[src/rtl/tomasulo_pkg.sv]
// Shared Tomasulo definitions: opcodes, widths and the reorder-buffer entry layout.
package tomasulo_pkg;
  localparam int ROB_DEPTH = 8;
  localparam int PTR_W     = 3;
  localparam int DATA_W    = 8;
  localparam int REG_W     = 4;
  localparam int OP_W      = 4;

  localparam logic [OP_W-1:0] OP_SUB   = 4'b0000;
  localparam logic [OP_W-1:0] OP_ADD   = 4'b0001;
  localparam logic [OP_W-1:0] OP_MUL   = 4'b0010;
  localparam logic [OP_W-1:0] OP_DIV   = 4'b0011;
  localparam logic [OP_W-1:0] OP_STORE = 4'b0100;
  localparam logic [OP_W-1:0] OP_LOAD  = 4'b0101;

  typedef struct packed {
    logic              busy;
    logic              done;
    logic [OP_W-1:0]   opcode;
    logic [REG_W-1:0]  dest;
    logic [DATA_W-1:0] value;
  } rob_entry_t;
endpackage

[src/rtl/rob_ptr_ctr.sv]
// Wrapping ROB pointer: increments on enable, synchronous clear, async reset.
module rob_ptr_ctr #(
  parameter int W = 3
) (
  input  logic         clk,
  input  logic         rst,
  input  logic         clr,
  input  logic         inc,
  output logic [W-1:0] ptr
);
  // Depth is a power of two, so natural overflow gives the wrap.
  always_ff @(posedge clk or posedge rst) begin
    if (rst)      ptr <= '0;
    else if (clr) ptr <= '0;
    else if (inc) ptr <= ptr + 1'b1;
  end
endmodule

[src/rtl/rob_retire.sv]
// Reorder buffer: allocates at tail, completes by tag, retires the oldest done entry in order.
module rob_retire
  import tomasulo_pkg::*;
(
  input  logic              clk,
  input  logic              rst,
  input  logic              alloc_valid,
  input  logic [OP_W-1:0]   alloc_opcode,
  input  logic [REG_W-1:0]  alloc_dest,
  output logic              alloc_ready,
  output logic [PTR_W-1:0]  alloc_tag,
  input  logic              wb_valid,
  input  logic [PTR_W-1:0]  wb_tag,
  input  logic [DATA_W-1:0] wb_value,
  input  logic              flush,
  output logic              rf_we,
  output logic [REG_W-1:0]  rf_waddr,
  output logic [DATA_W-1:0] rf_wdata,
  output logic [PTR_W-1:0]  rf_wtag,
  output logic              retire_valid,
  output logic [OP_W-1:0]   retire_opcode,
  output logic [PTR_W:0]    count,
  output logic              empty
);
  localparam int DEPTH = ROB_DEPTH;
  localparam logic [PTR_W:0] FULL = (PTR_W+1)'(DEPTH);

  rob_entry_t       rob [DEPTH];
  rob_entry_t       head_e;
  logic [PTR_W-1:0] head, tail;
  logic [PTR_W:0]   count_q;
  logic             do_alloc, do_wb, do_retire;

  assign head_e      = rob[head];
  assign alloc_ready = count_q < FULL;
  assign alloc_tag   = tail;
  assign count       = count_q;
  assign empty       = (count_q == '0);

  // Flush wins over every other action in the same cycle.
  assign do_alloc  = alloc_valid && alloc_ready && !flush;
  assign do_wb     = wb_valid && rob[wb_tag].busy && !rob[wb_tag].done && !flush;
  assign do_retire = head_e.busy && head_e.done && !flush;

  rob_ptr_ctr #(.W(PTR_W)) u_head (
    .clk(clk), .rst(rst), .clr(flush), .inc(do_retire), .ptr(head)
  );

  rob_ptr_ctr #(.W(PTR_W)) u_tail (
    .clk(clk), .rst(rst), .clr(flush), .inc(do_alloc), .ptr(tail)
  );

  // Head and tail only collide when empty or full, so alloc and retire never touch the same entry.
  always_ff @(posedge clk or posedge rst) begin
    if (rst) begin
      for (int i = 0; i < DEPTH; i++) rob[i] <= '0;
    end else if (flush) begin
      for (int i = 0; i < DEPTH; i++) begin
        rob[i].busy <= 1'b0;
        rob[i].done <= 1'b0;
      end
    end else begin
      if (do_wb) begin
        rob[wb_tag].value <= wb_value;
        rob[wb_tag].done  <= 1'b1;
      end
      if (do_retire) rob[head].busy <= 1'b0;
      if (do_alloc) begin
        rob[tail].busy   <= 1'b1;
        rob[tail].done   <= 1'b0;
        rob[tail].opcode <= alloc_opcode;
        rob[tail].dest   <= alloc_dest;
        rob[tail].value  <= '0;
      end
    end
  end

  always_ff @(posedge clk or posedge rst) begin
    if (rst) begin
      count_q <= '0;
    end else if (flush) begin
      count_q <= '0;
    end else begin
      case ({do_alloc, do_retire})
        2'b10:   count_q <= count_q + 1'b1;
        2'b01:   count_q <= count_q - 1'b1;
        default: count_q <= count_q;
      endcase
    end
  end

  // Retire strobes last one cycle; the data fields hold their last retired values.
  always_ff @(posedge clk or posedge rst) begin
    if (rst) begin
      rf_we         <= 1'b0;
      retire_valid  <= 1'b0;
      rf_waddr      <= '0;
      rf_wdata      <= '0;
      rf_wtag       <= '0;
      retire_opcode <= '0;
    end else if (flush) begin
      rf_we        <= 1'b0;
      retire_valid <= 1'b0;
    end else begin
      rf_we        <= do_retire && (head_e.opcode != OP_STORE);
      retire_valid <= do_retire;
      if (do_retire) begin
        rf_waddr      <= head_e.dest;
        rf_wdata      <= head_e.value;
        rf_wtag       <= head;
        retire_opcode <= head_e.opcode;
      end
    end
  end
endmodule
[config.mk]
export PLATFORM = sky130hd
export DESIGN_NAME = rob_retire
export DESIGN_NICKNAME = d
export VERILOG_FILES = /design/src/rtl/tomasulo_pkg.sv /design/src/rtl/rob_ptr_ctr.sv /design/src/rtl/rob_retire.sv
export SDC_FILE = /design/constraint.sdc
export NUM_CORES = 1
export LEC_CHECK = 0
export BUFFER_PORTS_ARGS = -buffer_cell sky130_fd_sc_hd__buf_2
export CORE_MARGIN = 3
export CORE_UTILIZATION = 35
export CTS_CLUSTER_SIZE = 24
export DETAILED_ROUTE_END_ITERATION = 6
export MAX_ROUTING_LAYER = met4
export PLACE_DENSITY = 0.59
export SYNTH_ARGS = -nofsm -noshare
export SYNTH_HDL_FRONTEND = slang
export SYNTH_SLANG_ARGS = --single-unit
[constraint.sdc]
create_clock -name clk -period 5.96 [get_ports clk]
set_input_delay 1.192 -clock clk [delete_from_list [all_inputs] [get_ports clk]]
set_output_delay 1.192 -clock clk [all_outputs]
set_load 0.1 [all_outputs]
Yosys cells after proc, flatten, opt, wreduce, memory -nomap -nowiden --
Index checks and enable logic that the tools add are counted.
Storage, ports and cells: logic and storage cells 136, bits in registers 175, output and inout bits 30, bits of input ports 24
Operators by class: reductions and logical operators 18, equal/unequal tests 3, muxes and demuxes 51, bitwise logic cells 4, add/subtract/negate cells 4, order comparisons 7
Operator list (number):
- bitwise mux 144 bit | 8
- two-way mux 144 bit | 5
- demux 18 bit (select 3 bit) | 8
- binary-select mux 18 bit (select 3 bit) | 2
- two-way mux 18 bit | 6
- two-way mux 17 bit | 2
- two-way mux 16 bit | 1
- two-way mux 2 bit | 8
- two-way mux 8 bit | 2
- greater-or-equal comparator 4 bit, second input constant | 3
- less-than comparator 4 x 1 -> 1 bit, second input constant | 3
- two-way mux 12 bit | 1
- two-way mux 3 bit | 4
- NOT 3 -> 4 bit | 3
- logical AND 1 bit | 11
- one-hot mux 4 bit (2 select lines) | 1
- adder 3 x 1 -> 3 bit, second input constant | 2
- adder 4 x 1 -> 4 bit, second input constant | 1
- logical NOT 4 bit | 1
- less-than comparator 4 bit, second input constant | 1
- two-way mux 4 bit | 1
- inequality test 4 x 3 -> 1 bit, second input constant | 1
- nonzero test 2 bit | 2
- subtractor 4 x 1 -> 4 bit, second input constant | 1
- other kinds (7) | 9

Depth between registers and ports, before layout --
depth in word-level cells 19, depth in mapped cells 11, depth with buffers taken out 10

Hierarchy --
From an unflattened synthesis, not the netlist that was laid out.
Unflattened totals: cell total of the unflattened synthesis 652, area, all modules 8341.8 µm²
Modules (own cells, without submodules):
- rob_retire | times used 1, cells each 628, sequential area each 4229.1 µm², area each 8061.5 µm²
- rob_ptr_ctr | times used 2, cells each 12, sequential area each 75.1 µm², area each 140.1 µm²

Worst setup path before layout --
OpenSTA, ideal clock, no wires.
path kind register to output, from reg count_q[0] (netlist: count[0]), to out empty, path buffers 0, data required time 4.768 ns, path slack 0.933 ns, stages on the path, launching flop included 2, data arrival time 3.835 ns, cells stage by stage dfrtp_1 nor4_1
Between the ends: longest elaborated chain between the ends 1
Ends and longest elaborated chain:
- from (decl) | line rob_retire.sv:31 | logic [PTR_W:0] count_q;
- from (signal assigned) | line rob_retire.sv:85 | 2'b10: count_q <= count_q + 1'b1;
- from (signal assigned) | line rob_retire.sv:86 | 2'b01: count_q <= count_q - 1'b1;
- from (signal assigned) | line rob_retire.sv:87 | default: count_q <= count_q;
- logical NOT 4 bit | line rob_retire.sv:38 | assign empty = (count_q == '0);
- to (decl) | line rob_retire.sv:23 | output logic empty
Every way passes these cells.

Worst setup path after layout --
from reg u_head.ptr[0], to reg count_q[3] (netlist: count[3])
Between the ends: longest elaborated chain between the ends 9, elaborated cells between the ends (all ways) 11, those cells by class 2 x eq/ne; 5 x mux; 1 x bitwise; 3 x reduce/logical
Ends and longest elaborated chain:
- from (decl) | line rob_ptr_ctr.sv:9 | output logic [W-1:0] ptr
- from (signal assigned) | line rob_ptr_ctr.sv:15 | else if (inc) ptr <= ptr + 1'b1;
- NOT 3 -> 4 bit (implied by the code) (*) | line rob_retire.sv:34 | assign head_e = rob[head];
- binary-select mux 18 bit (select 3 bit) (*) | line rob_retire.sv:34
- two-way mux 18 bit (implied by the code) (*) (2 in a row) | line rob_retire.sv:34
- logical AND 1 bit (*) (2 in a row) | line rob_retire.sv:43 | assign do_retire = head_e.busy && head_e.done && !flush;
- == test 2 x 1 -> 1 bit or == test 2 bit (tied branches) | line rob_retire.sv:84 | case ({do_alloc, do_retire})
- one-hot mux 4 bit (2 select lines) | line rob_retire.sv:84
- two-way mux 4 bit | line rob_retire.sv:81 | end else if (flush) begin
Every way passes the cells marked *; elsewhere a longest branch is shown, timed or not. The select of a mux whose other input is x is not followed. A chain may end at the register's enable or synchronous reset.

==> impl_metrics.env <==
export IMPL_antennaDiodeCount=0
export IMPL_synthArstFlopShare=1.000
export IMPL_dr_total_vias=5520
export IMPL_place_gp_congestion=0.8247
export IMPL_leakage_nw=4.422
export IMPL_switching_power_mw=1.539
export IMPL_core_region_area_sq_um=23050
export IMPL_cp_data_required_time_ns=6.31
export IMPL_cp_end_kind="register"
export IMPL_fin_cells=1070
export IMPL_grt_max_degree=94
export IMPL_cts_root_buf="clkbuf_16"
export IMPL_relSlewSlack=0.2327
export IMPL_ys_ff_latch=175
export IMPL_yosysUniqueCellTypes=54
export IMPL_drtPass1Iterations=5
export IMPL_rows=55
export IMPL_die_x_microns=160.6
export IMPL_cts_tree="yes"
export IMPL_max_freq_mhz=286.7
export IMPL_min_from="rob[30]"
export IMPL_worst_slew_pin_slew_ns=1.150
export IMPL_tns_ns=0
export IMPL_synthTopCellsByArea="dfrtp_1 52%, mux4_2 8.6%, mux2i_1 7.9%"
export IMPL_cts_max_level=4
export IMPL_p_sw_frac=0.3820
export IMPL_hold_viol_final=0
export IMPL_route_detailed_drc=0
export IMPL_wl_per_cell_microns=18.91
export IMPL_netlist_instances=708
export IMPL_drtIter0Drc=369
export IMPL_cts_buffers=17
export IMPL_fin_util=0.4147
export IMPL_cts_hold_buf=0
export IMPL_grt_pass1_vias=5808
export IMPL_r2r_start="u_head.ptr[0]"
export IMPL_synthFlopType="dfrtp_1"
export IMPL_initial_core_util=0.3627
export IMPL_arrival_ns=3.84
export IMPL_postPlaceCellArea_sq_um=8919
export IMPL_yosysSeqAreaShare=0.5237
export IMPL_fin_nets=774
export IMPL_min_period_ns=3.488
export IMPL_r2r_cells=11
export IMPL_intPower_mw=2.490
export IMPL_hold_path_class="reg2reg"
export IMPL_place_ws_ns=2.474
export IMPL_ir_drop_mv=0.2633
export IMPL_worstReg2RegEnd="count[3]"
export IMPL_layout_drive_gt1_share=0.2853
export IMPL_dp_cells=1039
export IMPL_fin_crit_sh=0.5852
export IMPL_gr_total_overflow=0
export IMPL_worstSetupStartpointType="register"
export IMPL_run_status="complete, no violations"
export IMPL_whs_path_depth=2
export IMPL_yosysTopAreaCell="dfrtp_1"
export IMPL_synth_common_cells="175 x dfrtp_1, 103 x nor2_1, 93 x nand2_1"
export IMPL_timing_final_ws_setup_ns=2.472
export IMPL_crit_fanout=25
export IMPL_numPortBuffers=53
export IMPL_antenna_found_initial=0
export IMPL_clk_latency_ns=0.43
export IMPL_cap_violations=0
export IMPL_viasPerCell=5.159
export IMPL_antenna_left=0
export IMPL_grt_util_met3=0.03508
export IMPL_cts_sinks=175
export IMPL_clock_skew_ns=0.008690
export IMPL_yosysMostFrequentCell="dfrtp_1"
export IMPL_fin_area_sq_um=9559
export IMPL_timing_hold_ws_ns=0.4701
export IMPL_dieArea_sq_um=25780
export IMPL_postCtsSetupBuffers=0
export IMPL_synth_avg_cell_area_sq_um=11.81
export IMPL_power_density_nw_per_um2=421.5
export IMPL_syn_num_nets=737
export IMPL_clkTransAtPathRegs_ns=0.06
export IMPL_grt_pass1_wl_microns=33270
export IMPL_die_h_microns=160.6
export IMPL_synth_edf_count=0
export IMPL_busiest_layer="met2"
export IMPL_place_hpwl_microns=12760
export IMPL_pwr_share_clk=0.301
export IMPL_worstSetupPathType="reg2reg"
export IMPL_grt_use_total=0.1703
export IMPL_holdPathEnd="rob[30]"
export IMPL_met2_usage=0.2640
export IMPL_nFillCells=2193
export IMPL_io_pins=54
export IMPL_cts_resized=0
export IMPL_clock_path_buffers=2
export IMPL_pwr_share_comb=0.319
export IMPL_setup_violations_final=0
export IMPL_grt_util_met1=0.2275
export IMPL_rsz0062_at_grt="no"
export IMPL_finalPower_mw=4.030
export IMPL_pwr_share_seq=0.380
export IMPL_r2r_setup_slack_ns=2.47
export IMPL_syn_area_sq_um=8362
export IMPL_drt_total_wl_microns=20240
export IMPL_synth_top_area_frac=0.5237
export IMPL_ys_warn_count=0
export IMPL_maxSlewViolCount=0
export IMPL_areaGrowthSynthToFinish_pct=14.32
metal layers:
layer	wire length, microns	up-vias
met5	0	-
met4	244	0
met3	901	14
met2	9755	111
met1	9337	2840
li1	-	2555
critical path, stage by stage, from the launching register on:
cell and delay [ns]:
dfrtp_2 0.80, buf_4 0.48, or3b_2 0.20, o32ai_1 0.10, a211o_4 0.33, or3_4 0.41
nor2_1 0.22, ha_1 0.27, a21o_1 0.17, a21oi_1 0.18, a31oi_1 0.10, a21oi_1 0.12
power groups by stage:
| stage | clock network, mW | registers (mW) | logic, mW |
|---|---|---|---|
| floorplan | 0 | 2.03 | 0.563 |
| global placement | 0 | 1.55 | 1.28 |
| detailed placement | 0 | 1.55 | 1.29 |
| CTS | 1.24 | 1.53 | 1.30 |
| global route | 1.28 | 1.56 | 1.36 |
| finish | 1.21 | 1.53 | 1.29 |
layout make-up:
| type | instances | area (sq um) | area share |
|---|---|---|---|
| sequential | 175 | 4382 | 0.4584 |
| multi-input combinational | 475 | 3722 | 0.3894 |
| clock buffer | 22 | 484.2 | 0.05065 |
| tap | 313 | 391.6 | 0.04097 |
| timing repair buffer | 66 | 375.4 | 0.03927 |
| clock inverter | 9 | 156.4 | 0.01636 |
| inverter | 10 | 47.55 | 0.004974 |
cell usage in the layout, fill, tap and decap left out, types with 2 or more instances in the layout:
| cell | count |
|---|---|
| a31oi_1 | 5 |
| a31oi_2 | 13 |
| a21o_1 | 2 |
| mux2_2 | 51 |
| nand2_1 | 93 |
| and3b_1 | 2 |
| dfrtp_1 | 173 |
| o21ai_0 | 4 |
| inv_1 | 8 |
| clkbuf_8 | 4 |
| nor3_1 | 15 |
| xor2_1 | 3 |
| ha_1 | 4 |
| nor4_4 | 2 |
| clkinv_4 | 2 |
| a311oi_1 | 2 |
| buf_4 | 12 |
| nor3_2 | 4 |
| or3_1 | 3 |
| clkbuf_16 | 17 |
| buf_2 | 53 |
| xnor2_1 | 2 |
| or3b_2 | 2 |
| o211ai_1 | 2 |
| mux2i_1 | 66 |
| dfrtp_2 | 2 |
| bufinv_16 | 4 |
| nand3_1 | 8 |
| mux4_2 | 32 |
| nor2_2 | 7 |
| a211oi_1 | 9 |
| clkinvlp_4 | 3 |
| and3_1 | 2 |
| nor2b_1 | 11 |
| nor2_1 | 102 |
| a21oi_1 | 10 |
worst max path at each step:
stage / start / endpoint / cells past startpoint
final: u_head.ptr[0] / count[3] / 11
after global placement: u_head.ptr[0] / count[3] / 11
after floorplan: rst / count[0] / 1
after CTS: u_head.ptr[0] / count[3] / 11
after detailed placement: alloc_valid / rob[11] / 5
after global routing: u_head.ptr[0] / count[3] / 11
cells by family (layout without fill, tap and decap cells):
| logic type | after synthesis | count (layout) | synth area share |
|---|---|---|---|
| compound gates | 55 | 55 | 0.05566 |
| xor+xnor | 5 | 5 | 0.005238 |
| fa+ha+maj | 5 | 5 | 0.008380 |
| buf+inv | 58 | 107 | 0.03277 |
| flops | 175 | 175 | 0.5237 |
| mux | 149 | 149 | 0.2339 |
| simple gates | 261 | 261 | 0.1404 |
flip-flops by register name (all words and copies together) (netlist names), 3 cells and up:
| register | count |
|---|---|
| rf_waddr | 4 |
| rf_wdata | 8 |
| count | 4 |
| retire_opcode | 4 |
| rob | 144 |
| u_head.ptr | 3 |
| u_tail.ptr | 3 |
| rf_wtag | 3 |
Note: power is estimated with default switching activity, not from simulation.
